--- config.mk ---
export PLATFORM = sky130hd
export DESIGN_NAME = cmp_unit_pipe
export DESIGN_NICKNAME = d
export VERILOG_FILES = /design/src/rtl/cmp_pkg.sv /design/src/rtl/cmp_core.sv /design/src/rtl/cmp_unit_pipe.sv
export SDC_FILE = /design/constraint.sdc
export NUM_CORES = 1
export LEC_CHECK = 0
export CAP_MARGIN = 40
export CORE_MARGIN = 3
export CORE_UTILIZATION = 30
export CTS_BUF_LIST = sky130_fd_sc_hd__clkbuf_4
export DETAILED_ROUTE_END_ITERATION = 10
export GPL_TIMING_DRIVEN = 0
export PLACE_DENSITY = 0.51
export SYNTH_ARGS = -nofsm -noshare
export SYNTH_HDL_FRONTEND = slang
export SYNTH_SLANG_ARGS = --single-unit
--- constraint.sdc ---
create_clock -name CLK -period 1.6 [get_ports CLK]
set_input_delay 0.32 -clock CLK [delete_from_list [all_inputs] [get_ports CLK]]
set_output_delay 0.32 -clock CLK [all_outputs]
set_load 0.01 [all_outputs]
--- src/rtl/cmp_pkg.sv ---
// Shared definitions for the pipelined compare unit: function codes and
// the fixed result encodings of the compare operations.
package cmp_pkg;

    // ALU_FUNC encodings (001-011 match the legacy compare unit)
    localparam logic [2:0] CMP_NOP = 3'b000;
    localparam logic [2:0] CMP_EQ  = 3'b001;
    localparam logic [2:0] CMP_GT  = 3'b010;
    localparam logic [2:0] CMP_LT  = 3'b011;
    localparam logic [2:0] CMP_NE  = 3'b100;
    localparam logic [2:0] CMP_GE  = 3'b101;
    localparam logic [2:0] CMP_MAX = 3'b110;
    localparam logic [2:0] CMP_MIN = 3'b111;

    // CMP_OUT value driven when a compare condition is true
    localparam logic [1:0] RES_EQ = 2'd1;
    localparam logic [1:0] RES_GT = 2'd2;
    localparam logic [1:0] RES_LT = 2'd3;

endpackage

--- src/rtl/cmp_core.sv ---
// Combinational magnitude comparator: equal / greater / less for two
// DATA_WIDTH operands, interpreted as unsigned or two's complement.
module cmp_core #(
    parameter int DATA_WIDTH = 16
) (
    input  logic [DATA_WIDTH-1:0] a,
    input  logic [DATA_WIDTH-1:0] b,
    input  logic                  signed_mode,
    output logic                  eq,
    output logic                  gt,
    output logic                  lt
);

    // Equality is sign-agnostic; ordering depends on the selected mode
    always_comb begin
        eq = (a == b);
        if (signed_mode) begin
            gt = ($signed(a) > $signed(b));
            lt = ($signed(a) < $signed(b));
        end else begin
            gt = (a > b);
            lt = (a < b);
        end
    end

endmodule

--- src/rtl/cmp_unit_pipe.sv ---
// Two-stage pipelined compare unit with valid/ready handshakes on both
// sides, a result mux feeding the ALU result path, and a saturating
// counter of true results accepted downstream.
module cmp_unit_pipe
    import cmp_pkg::*;
#(
    parameter int DATA_WIDTH = 16,
    parameter int OUT_WIDTH  = 16,
    parameter int CNT_WIDTH  = 16
) (
    input  logic                  CLK,
    input  logic                  RST,
    input  logic                  IN_VALID,
    output logic                  IN_READY,
    input  logic [DATA_WIDTH-1:0] A,
    input  logic [DATA_WIDTH-1:0] B,
    input  logic [2:0]            ALU_FUNC,
    input  logic                  SIGNED_MODE,
    output logic                  OUT_VALID,
    input  logic                  OUT_READY,
    output logic [OUT_WIDTH-1:0]  CMP_OUT,
    output logic                  CMP_Flag,
    input  logic                  CNT_CLR,
    output logic [CNT_WIDTH-1:0]  HIT_CNT
);

    // Extend (or truncate) a selected operand to the result width; the
    // extra MSB carries the sign only in signed mode.
    function automatic logic [OUT_WIDTH-1:0] extend_sel(
        input logic [DATA_WIDTH-1:0] v,
        input logic                  sgn
    );
        logic [DATA_WIDTH:0] wide;
        wide = {sgn & v[DATA_WIDTH-1], v};
        return OUT_WIDTH'($signed(wide));
    endfunction

    // Stage 1 state
    logic                  s1_valid_r;
    logic [DATA_WIDTH-1:0] s1_a_r;
    logic [DATA_WIDTH-1:0] s1_b_r;
    logic [2:0]            s1_func_r;
    logic                  s1_signed_r;
    logic                  s1_eq_r;
    logic                  s1_gt_r;
    logic                  s1_lt_r;

    // Stage 2 state
    logic                  out_valid_r;
    logic [OUT_WIDTH-1:0]  cmp_out_r;
    logic                  cmp_flag_r;
    logic [CNT_WIDTH-1:0]  hit_cnt_r;

    // Control and datapath nets
    logic                  adv2_s;
    logic                  accept_s;
    logic                  fire_s;
    logic                  eq_s;
    logic                  gt_s;
    logic                  lt_s;
    logic [OUT_WIDTH-1:0]  res_out_s;
    logic                  res_flag_s;

    assign adv2_s   = !out_valid_r || OUT_READY;
    assign IN_READY = !s1_valid_r || adv2_s;
    assign accept_s = IN_VALID && IN_READY;
    assign fire_s   = out_valid_r && OUT_READY;

    assign OUT_VALID = out_valid_r;
    assign CMP_OUT   = cmp_out_r;
    assign CMP_Flag  = cmp_flag_r;
    assign HIT_CNT   = hit_cnt_r;

    cmp_core #(
        .DATA_WIDTH (DATA_WIDTH)
    ) u_core (
        .a           (A),
        .b           (B),
        .signed_mode (SIGNED_MODE),
        .eq          (eq_s),
        .gt          (gt_s),
        .lt          (lt_s)
    );

    // Stage 1: capture operands and compare results on accept, drop valid
    // when the entry moves on without a replacement
    always_ff @(posedge CLK or negedge RST) begin
        if (!RST) begin
            s1_valid_r  <= 1'b0;
            s1_a_r      <= '0;
            s1_b_r      <= '0;
            s1_func_r   <= CMP_NOP;
            s1_signed_r <= 1'b0;
            s1_eq_r     <= 1'b0;
            s1_gt_r     <= 1'b0;
            s1_lt_r     <= 1'b0;
        end else if (accept_s) begin
            s1_valid_r  <= 1'b1;
            s1_a_r      <= A;
            s1_b_r      <= B;
            s1_func_r   <= ALU_FUNC;
            s1_signed_r <= SIGNED_MODE;
            s1_eq_r     <= eq_s;
            s1_gt_r     <= gt_s;
            s1_lt_r     <= lt_s;
        end else if (adv2_s) begin
            s1_valid_r  <= 1'b0;
        end
    end

    // Result mux: turn the registered compare flags into CMP_OUT/CMP_Flag
    always_comb begin
        res_out_s  = '0;
        res_flag_s = 1'b0;
        case (s1_func_r)
            CMP_NOP: begin
                res_out_s  = '0;
                res_flag_s = 1'b0;
            end
            CMP_EQ: begin
                res_flag_s = s1_eq_r;
                res_out_s  = s1_eq_r ? OUT_WIDTH'(RES_EQ) : '0;
            end
            CMP_GT: begin
                res_flag_s = s1_gt_r;
                res_out_s  = s1_gt_r ? OUT_WIDTH'(RES_GT) : '0;
            end
            CMP_LT: begin
                res_flag_s = s1_lt_r;
                res_out_s  = s1_lt_r ? OUT_WIDTH'(RES_LT) : '0;
            end
            CMP_NE: begin
                res_flag_s = !s1_eq_r;
                res_out_s  = !s1_eq_r ? OUT_WIDTH'(RES_EQ) : '0;
            end
            CMP_GE: begin
                res_flag_s = !s1_lt_r;
                res_out_s  = !s1_lt_r ? OUT_WIDTH'(RES_EQ) : '0;
            end
            CMP_MAX: begin
                // A wins ties
                res_flag_s = !s1_lt_r;
                res_out_s  = extend_sel(!s1_lt_r ? s1_a_r : s1_b_r, s1_signed_r);
            end
            CMP_MIN: begin
                // A wins ties
                res_flag_s = !s1_gt_r;
                res_out_s  = extend_sel(!s1_gt_r ? s1_a_r : s1_b_r, s1_signed_r);
            end
            default: begin
                res_out_s  = '0;
                res_flag_s = 1'b0;
            end
        endcase
    end

    // Stage 2: advance when the output slot is free or being consumed; an
    // empty stage 1 produces a zeroed bubble
    always_ff @(posedge CLK or negedge RST) begin
        if (!RST) begin
            out_valid_r <= 1'b0;
            cmp_out_r   <= '0;
            cmp_flag_r  <= 1'b0;
        end else if (adv2_s) begin
            out_valid_r <= s1_valid_r;
            cmp_out_r   <= s1_valid_r ? res_out_s : '0;
            cmp_flag_r  <= s1_valid_r ? res_flag_s : 1'b0;
        end
    end

    // Hit counter: count consumed true results, saturate, clear wins
    always_ff @(posedge CLK or negedge RST) begin
        if (!RST) begin
            hit_cnt_r <= '0;
        end else if (CNT_CLR) begin
            hit_cnt_r <= '0;
        end else if (fire_s && cmp_flag_r && !(&hit_cnt_r)) begin
            hit_cnt_r <= hit_cnt_r + CNT_WIDTH'(1);
        end
    end

endmodule
==> results of run 1 <==
## per-layer routing
layer / part of all wire, % / vias to the layer above / GRT usage, %
met2: 48 / 96 / 25.7
met5: 0 / - / 0
li1: - / 1634 / -
met3: 4.3 / 17 / 4.11
met1: 46 / 1538 / 20.8
met4: 1.5 / 0 / 3.90
## stage by stage
step           std cells  area [sq um]  hold slack (ns)
4_1_cts              667          5230            0.213
3_5_place_dp         617          4650            0.168
3_3_place_gp         616          4620            0.462
5_1_grt              675          5390            0.221
2_1_floorplan        399          3700           0.0244
6_report             675          5390            0.246
## worst register-to-register path, stage by stage (launching register included)
cell and delay [ns]:
dfrtp_1 0.39, buf_4 0.13, nand4_1 0.15, buf_4 0.19, nor4_1 0.25, o21ai_0 0.16, xor2_1 0.15, nor2_1 0.05
## report_power, final
group          switching (mW)  internal [mW]  leakage, nW  total, mW
sequential              0.108           2.01        0.934       2.12
clock                   0.650          0.458       0.0644       1.11
combinational           0.503          0.400         1.50      0.903
total                    1.26           2.87         2.50       4.13
## how the worst min path moves through the flow
stage | endpoint | from | slack, ns
2_1_floorplan | CMP_Flag$_DFFE_PN0P_ | RST | 0.02
3_3_place_gp | s1_a_r[4]$_DFFE_PN0P_ | s1_a_r[4]$_DFFE_PN0P_ | 0.46
3_5_place_dp | HIT_CNT[4]$_DFFE_PN0P_ | RST | 0.17
4_1_cts | HIT_CNT[1]$_DFFE_PN0P_ | CNT_CLR | 0.21
5_1_grt | HIT_CNT[1]$_DFFE_PN0P_ | CNT_CLR | 0.22
6_report | HIT_CNT[1]$_DFFE_PN0P_ | CNT_CLR | 0.25
## area by class of cell
| class | instances | area (sq um) | share of cell area [%] |
|---|---|---|---|
| Buffer | 18 | 113 | 2.09 |
| Clock buffer | 9 | 67.6 | 1.25 |
| Inverter | 22 | 82.6 | 1.53 |
| Tap cell | 143 | 179 | 3.32 |
| Timing Repair Buffer | 118 | 1030 | 19.0 |
| Multi-Input combinational cell | 285 | 2030 | 37.6 |
| Clock inverter | 7 | 61.3 | 1.14 |
| Sequential cell | 73 | 1840 | 34.0 |
## kinds of logic after synthesis
group | after synthesis
compound gates | 87
flops | 73
buf+inv | 41
mux | 5
simple gates | 163
xor+xnor | 13
fa+ha+maj | 17
## flip-flops by register name (all words and copies together) (netlist names)
signal	cells
s1_lt_r	1
s1_a_r	16
OUT_VALID	1
s1_func_r	3
s1_valid_r	1
CMP_Flag	1
s1_b_r	16
s1_gt_r	1
CMP_OUT	16
HIT_CNT	16
s1_eq_r	1
## cell usage after synthesis, drive strengths merged (2+ instances only)
library cell	instances	area, sq um
nand2	102	385
dfrtp	73	1830
o21ai	44	224
inv	22	82.6
nor2	20	75.1
ha	17	213
a22oi	14	105
clkbuf	10	38.8
a21oi	9	45.0
buf	9	55.0
nand3	8	52.6
xor2	8	70.1
nand4	7	43.8
mux2i	5	50.1
nor3	5	25.0
nor4	5	43.8
xnor2	5	43.8
and3	4	30.0
and4	3	28.8
a2111oi	2	42.5
nand2b	2	12.5
nor2b	2	12.5
o2111ai	2	17.5
o22ai	2	12.5
## repair_timing
action | in CTS | in global routing
endpoints found under the setup margin | 100 | 60
hold endpoints to repair | 18 | 0
setup buffers | 33 | 9
hold buffers | 1 | 0
cloned | 1 | 0
pin swaps | 15 | 17
gates resized for setup | 124 | 36
==> flow_metrics.env, run 1 <==
export IMPL_synth_compound_area_share_pct=15.4
export IMPL_crit_end="HIT_CNT[9]$_DFFE_PN0P_"
export IMPL_coreArea_sq_mm=0.0117
export IMPL_cp_start_kind="flop"
export IMPL_ff2ff_setup_slack_ns=0.01
export IMPL_post_route_util_pct=46.0
export IMPL_grt_pass1_wl_mm=16.7
export IMPL_period_minus_slack_ns=1.59
export IMPL_synth_warnings=0
export IMPL_synth_top_family_by_area="simple AND/OR/NAND/NOR gates"
export IMPL_power_mw=4.13
export IMPL_async_reset_ff_share_pct=100
export IMPL_area_growth_pct=45.8
export IMPL_leakage_nw=2.50
export IMPL_fill_cells=1131
export IMPL_yosysSeqAreaShare_pct=49.4
export IMPL_crit_chain="buf_4 > nand4_1 > buf_4 > nor4_1 > o21ai_0 > xor2_1 > nor2_1"
export IMPL_drt_initial_drc_count=178
export IMPL_synth_fa_ha_area_share_pct=5.75
export IMPL_fmax_ghz=0.629
export IMPL_hold_path_class="in -> reg"
export IMPL_wl_per_cell_microns=15.5
export IMPL_synth_seq_cells=73
export IMPL_start_util_pct=31.6
export IMPL_regToRegEndpoint="HIT_CNT[9]$_DFFE_PN0P_"
export IMPL_critPathTopFamily="simple AND/OR/NAND/NOR gates"
export IMPL_synthMuxAreaShare_pct=1.35
export IMPL_cp_startpoint="HIT_CNT[4]$_DFFE_PN0P_"
export IMPL_syn_avg_cell_area_sq_um=9.27
export IMPL_grt_overflow=0
export IMPL_firstDrtPassIters=4
export IMPL_mostFrequentLayoutCells="100 x nand2_1, 66 x dfrtp_1, 57 x dlygate4sd2_1, 41 x buf_4, 39 x o21ai_0"
export IMPL_synth_cell_type_count=54
export IMPL_clk_path_buf_depth=2
export IMPL_vias=3285
export IMPL_worst_path_most_repeated_cell="buf_4"
export IMPL_worst_slew_pin_slew_ns=0.502
export IMPL_setup_tns_ns=0
export IMPL_crit_fanout=3
export IMPL_num_antenna_cells=0
export IMPL_grt_pass1_vias=3253
export IMPL_place_ws_ns=-0.725
export IMPL_clk_pin_slew_ns=0.12
export IMPL_netlist_instances=399
export IMPL_cp_depth=7
export IMPL_clock_sinks=73
export IMPL_hpwlAfterDp_mm=7.33
export IMPL_cpPeakStageDelay_ns=0.39
export IMPL_wirelength_mm=10.4
export IMPL_setup_ws_ns=0.0106
export IMPL_viasPerCell=4.87
export IMPL_ys_flop_type="dfrtp_1"
export IMPL_rsz0062_at_grt="true"
export IMPL_fp_dieH_microns=117
export IMPL_slowest_stage="dfrtp_1"
export IMPL_fin_crit_sh_pct=99.3
export IMPL_required_ns=1.89
export IMPL_status="complete, no violations"
export IMPL_slew_viol_final=0
export IMPL_clock_tree_root_cell="clkbuf_4"
export IMPL_setup_viol=0
export IMPL_hold_depth=2
export IMPL_maxCapViolCount=0
export IMPL_globalplace_congestion=0.817
export IMPL_chipWidth_microns=117
export IMPL_synth_xor_area_share_pct=3.08
export IMPL_hold_viol=0
export IMPL_drc=0
export IMPL_reg2reg_from="HIT_CNT[4]$_DFFE_PN0P_"
export IMPL_ant_nets=0
export IMPL_reg2regPathDepth=7
export IMPL_layout_drive_gt1_share_pct=26.1
export IMPL_port_buffers=74
export IMPL_vdd_ir_drop_worst_uv=288
export IMPL_grt_max_degree=66
export IMPL_critPathArrivalTime_ns=1.88
export IMPL_p_per_area_mw_per_mm2=766
export IMPL_rows=39
export IMPL_fin_skew_ns=0.0201
export IMPL_netlist_area_sq_mm=0.00370
export IMPL_cts_tree="built"
export IMPL_final_common_cell="nand2_1"
export IMPL_yosys_area_share_simple_pct=20.3
export IMPL_critPathKind="reg -> reg"
export IMPL_final_nets=585
export IMPL_cts_buffers_inserted=9
export IMPL_htree_levels=3
export IMPL_die_area_sq_mm=0.0137
export IMPL_synth_fp_nets=457
export IMPL_io_pins=76
export IMPL_grt_antenna_before_repair=0
export IMPL_crit_buf_inv=2
export IMPL_synth_edf_count=0
export IMPL_crit_path_end_kind="flop"
export IMPL_grt_total_usage_pct=15.7
export IMPL_clkLatencyLatePin_ns=0.41
export IMPL_relSlewSlack_pct=66.6
Note: power is estimated with default switching activity, not from simulation.
==> inputs of run 2 (changes only) <==
- MAX_ROUTING_LAYER: unset -> met4
==> flow_metrics.env, run 2 (synthesized netlist as in run 1, its figures left out) <==
export IMPL_grt_antenna_before_repair=0
export IMPL_wl_per_cell_microns=15.5
export IMPL_p_per_area_mw_per_mm2=767
export IMPL_hold_viol=0
export IMPL_leakage_nw=2.50
export IMPL_firstDrtPassIters=4
export IMPL_fmax_ghz=0.627
export IMPL_layout_drive_gt1_share_pct=25.9
export IMPL_cpPeakStageDelay_ns=0.39
export IMPL_globalplace_congestion=0.829
export IMPL_coreArea_sq_mm=0.0117
export IMPL_crit_chain="buf_4 > nand4_1 > buf_4 > nor4_1 > o21ai_0 > xor2_1 > nor2_1"
export IMPL_clock_sinks=73
export IMPL_p_comb_share_pct=21.9
export IMPL_setup_tns_ns=0
export IMPL_worst_slew_pin_slew_ns=0.501
export IMPL_relSlewSlack_pct=66.6
export IMPL_final_nets=585
export IMPL_drt_initial_drc_count=201
export IMPL_critPathTopFamily="simple AND/OR/NAND/NOR gates"
export IMPL_p_sw_mw=1.27
export IMPL_htree_levels=3
export IMPL_grt_pass1_vias=3242
export IMPL_crit_fanout=3
export IMPL_instances_no_fill=675
export IMPL_cp_depth=7
export IMPL_area_growth_pct=45.8
export IMPL_die_area_sq_mm=0.0137
export IMPL_power_mw=4.14
export IMPL_drc=0
export IMPL_setup_viol=0
export IMPL_grt_max_degree=66
export IMPL_required_ns=1.90
export IMPL_cp_start_kind="flop"
export IMPL_rsz0062_at_grt="true"
export IMPL_reg2regPathDepth=7
export IMPL_dpl_instance_area_sq_mm=0.00465
export IMPL_critPathArrivalTime_ns=1.89
export IMPL_crit_buf_inv=2
export IMPL_final_common_cell="nand2_1"
export IMPL_switching_share_pct=30.6
export IMPL_period_minus_slack_ns=1.59
export IMPL_clock_power_share_pct=27.0
export IMPL_vias=3301
export IMPL_intPower_mw=2.87
export IMPL_clk_pin_slew_ns=0.12
export IMPL_worst_path_most_repeated_cell="buf_4"
export IMPL_hpwlAfterDp_mm=7.33
export IMPL_fin_crit_sh_pct=99.6
export IMPL_io_pins=76
export IMPL_viasPerCell=4.89
export IMPL_crit_path_end_kind="flop"
export IMPL_grt_total_usage_pct=16.2
export IMPL_slew_viol_final=0
export IMPL_hold_path_class="in -> reg"
export IMPL_fin_skew_ns=0.0202
export IMPL_slowest_stage="dfrtp_1"
export IMPL_dp_cells=617
export IMPL_grt_overflow=0
export IMPL_status="complete, no violations"
export IMPL_start_util_pct=31.6
export IMPL_cts_buffers_inserted=9
export IMPL_seqPwrFrac_pct=51.2
export IMPL_num_antenna_cells=0
export IMPL_clkLatencyLatePin_ns=0.42
export IMPL_maxCapViolCount=0
export IMPL_final_area_sq_mm=0.00540
export IMPL_vdd_ir_drop_worst_uv=288
export IMPL_critPathKind="reg -> reg"
export IMPL_port_buffers=74
export IMPL_clock_tree_root_cell="clkbuf_4"
export IMPL_clk_path_buf_depth=2
export IMPL_cts_tree="built"
export IMPL_rows=39
export IMPL_fp_dieH_microns=117
export IMPL_chipWidth_microns=117
export IMPL_mostFrequentLayoutCells="100 x nand2_1, 66 x dfrtp_1, 57 x dlygate4sd2_1, 41 x o21ai_0, 41 x buf_4"
export IMPL_wirelength_mm=10.5
export IMPL_hold_depth=2
export IMPL_post_route_util_pct=46.1
export IMPL_ant_nets=0
export IMPL_grt_pass1_wl_mm=16.7
==> run 2: final cells by class <==
type | count | area, sq um
fillers | 1134 | 6320
multi-input cells | 285 | 2030
flip-flops and latches | 73 | 1840
repair buffers | 118 | 1030
well taps | 143 | 179
plain buffers | 18 | 113
inverters | 22 | 82.6
clock buffers | 9 | 67.6
clock inverters | 7 | 61.3
==> run 2: power by group through the flow <==
stage	combinational [mW]	sequential (mW)	clock (mW)
finish	0.904	2.12	1.12
global placement	0.790	2.15	0
detailed placement	0.806	2.15	0
global route	1.01	2.14	1.24
CTS	0.885	2.12	1.16
floorplan	0.428	2.14	0
==> run 2: metal layers <==
metal / vias up / GRT usage [%] / routed length [microns]
li1: 1635 / - / -
met1: 1533 / 20.9 / 4720
met2: 112 / 25.8 / 5020
met3: 21 / 3.50 / 499
met4: 0 / 4.59 / 208
met5: - / - / 0
==> run 2: stage by stage <==
stage                     hold slack, ns  worst slack [ns]
after floorplan                   0.0244          0.000569
after global placement             0.462             -2.42
after detailed placement           0.168            -0.725
after CTS                          0.213           0.00103
after global routing               0.221           -0.0928
final                              0.237           0.00624
==> run 2: worst paths after layout <==
kind | from | endpoint | slack (ns)
max | HIT_CNT[4]$_DFFE_PN0P_ | HIT_CNT[9]$_DFFE_PN0P_ | 0.006
min | CNT_CLR | HIT_CNT[1]$_DFFE_PN0P_ | 0.24
max reg2reg | HIT_CNT[4]$_DFFE_PN0P_ | HIT_CNT[9]$_DFFE_PN0P_ | 0.006
min reg2reg | s1_a_r[4]$_DFFE_PN0P_ | s1_a_r[4]$_DFFE_PN0P_ | 0.49
max in group asynchronous | RST | OUT_VALID$_DFFE_PN0P_ | 0.77
min in group asynchronous | RST | HIT_CNT[5]$_DFFE_PN0P_ | 0.27
==> run 2: what timing repair did <==
action / 4_1_cts / 5_1_grt
gates resized for setup: 124 / 33
hold buffers: 1 / 0
pin swaps: 15 / 18
setup endpoints to repair: 100 / 60
gates cloned: 1 / 0
buffers inserted: 33 / 9
hold endpoints to repair: 18 / 0
==> RTL change: new RTL, config.mk and constraints of run 2 <==
Set the parameter `CNT_WIDTH` to 20 (it was 16).
--- a/src/rtl/cmp_unit_pipe.sv
+++ b/src/rtl/cmp_unit_pipe.sv
@@ -6,7 +6,7 @@
 #(
     parameter int DATA_WIDTH = 16,
     parameter int OUT_WIDTH  = 16,
-    parameter int CNT_WIDTH  = 16
+    parameter int CNT_WIDTH  = 20
 ) (
     input  logic                  CLK,
     input  logic                  RST,
Interface: changed (resized HIT_CNT); port bits go from 76 to 80. No check against the original RTL was run, so the function may have changed too.
==> RTL change against run 2 <==
The flow now finishes with violations (negative setup slack). Cell area rose by 11%. Routed wire length rose by 7.7%. Utilization rose by 3.0 points. Sequential cell count rose by 4. Combinational power rose by 27%. Power rose by 7.9%. Sequential share of layout area fell by 1.8 points. Clock power fell by 7%. Via count rose by 5.0%. Hold slack got worse by 0.087 ns. Sequential power rose by 7%. Worst setup slack got worse by 0.18 ns. Synthesized area rose by 2.9%. Largest power group unchanged.
==> RTL change: results (changes against run 2) <==
multi_input_area_sq_um: 2182  # was 2026 sq um
reg2reg_from: "HIT_CNT[0]"  # was HIT_CNT[4]
grt_pass1_vias: 3683  # was 3242
clockNetworkAreaShare: 0.01858  # was 0.02389
power_leakage_nw: 2.739  # was 2.496 nW
num_vias: 3466  # was 3301
worst-path-max-fanout: 7  # was 3
ys_seq_area_frac: 0.5062  # was 0.4937
dp_hpwl_um: 7449  # was 7333 um
synth_xor_area_frac: 0.03452  # was 0.03077
max-vdd-ir-drop_mv: 0.3210  # was 0.2880 mV
synth_compound_area_frac: 0.1446  # was 0.1539
seq_cell_count: 77  # was 73
outcome: "finished, violations left"  # was completed
synth_area_leaders: "dfrtp_1 (51%), mux2_2 (5.6%), ha_1 (5.6%), o21ai_0 (5.3%), nand2_1 (4.3%)"  # was dfrtp_1 (49%), nand2_1 (10%), o21ai_0 (5.8%), ha_1 (5.7%), a22oi_1 (2.8%)
slowest_stage: "dfrtp_2"  # was dfrtp_1
place_inst: 622  # was 617
clock_skew_ns: 0.01674  # was 0.02017 ns
grt_max_degree: 60  # was 66
timing.setup.tns_ns: -1.603  # was 0 ns
synth_commonest_cells: "dfrtp_1 (77), nand2_1 (44), o21ai_0 (40)"  # was nand2_1 (101), dfrtp_1 (73), o21ai_0 (43)
tightest_slew_ns: 0.5030  # was 0.5007 ns
avgRoutedWirePerCell_um: 15.63  # was 15.49 um
grt_pass1_wl_um: 18650  # was 16690 um
nMultiInputCombCells: 255  # was 285
worstPathArrival_ns: 2.14  # was 1.89 ns
synthMuxAreaShare: 0.06147  # was 0.01353
setup_viol: 17  # was 0
gp_congestion: 0.7876  # was 0.8293
failed_checks: "negative setup slack"
pre_cts_ws_ns: -1.021  # was -0.7249 ns
setup_ws_ns: -0.1787  # was 0.006240 ns
synth_fa_ha_area_frac: 0.05588  # was 0.05749
nets: 605  # was 585
-- RTL change: cell count changes in the layout (fill, tap and decap cells not counted), sizes merged, moves of 4 or more --
cell,change
nand2,-58
buf,+49
clkbuf,+21
dlygate4sd2,-21
mux2,+19
clkdlybuf4s15,+6
clkdlybuf4s50,-5
nand3,+5
dfrtp,+4
o21ai,-4
xnor2,+4
-- RTL change: logic make-up after synthesis --
logic type | after synthesis
compound gates | 87
xor+xnor | 15
fa+ha+maj | 17
buf+inv | 42
flops | 77
mux | 21
simple gates | 115
-- RTL change: through the flow --
| step | instance area [sq um] | hold WS [ns] |
|---|---|---|
| 2_1_floorplan | 3938 | 0.02441 |
| 3_3_place_gp | 4928 | 0.4608 |
| 3_5_place_dp | 4959 | 0.2232 |
| 4_1_cts | 5804 | 0.1330 |
| 5_1_grt | 5992 | 0.1164 |
| 6_report | 5992 | 0.1505 |
-- RTL change: worst max-delay path by stage --
stage | from | to | slack (ns)
CTS | HIT_CNT[7] | HIT_CNT[8] | -0.17
floorplan | HIT_CNT[6] | HIT_CNT[5] | -0.24
global route | HIT_CNT[6] | HIT_CNT[19] | -0.26
detailed placement | A[5] | s1_lt_r | -1.02
finish | HIT_CNT[0] | HIT_CNT[16] | -0.18
global placement | RST | HIT_CNT[4] | -2.90
-- RTL change: repair_timing --
item                       4_1_cts  5_1_grt
hold buffers                     1        0
resized for setup              180       80
hold endpoints to repair        18        0
buffers inserted                71       15
pin swaps                       31       41
setup endpoints to repair      107       53
-- RTL change: layer usage --
metal  routed length [um]  GRT usage
met4                  193    0.06445
met5                    0          -
met3                  357    0.02392
met2                 5624     0.2742
met1                 5077     0.2180
-- RTL change: report_power, final --
group / internal, mW / switching [mW]
Sequential: 2.14 / 0.133
Clock: 0.382 / 0.660
Combinational: 0.584 / 0.564
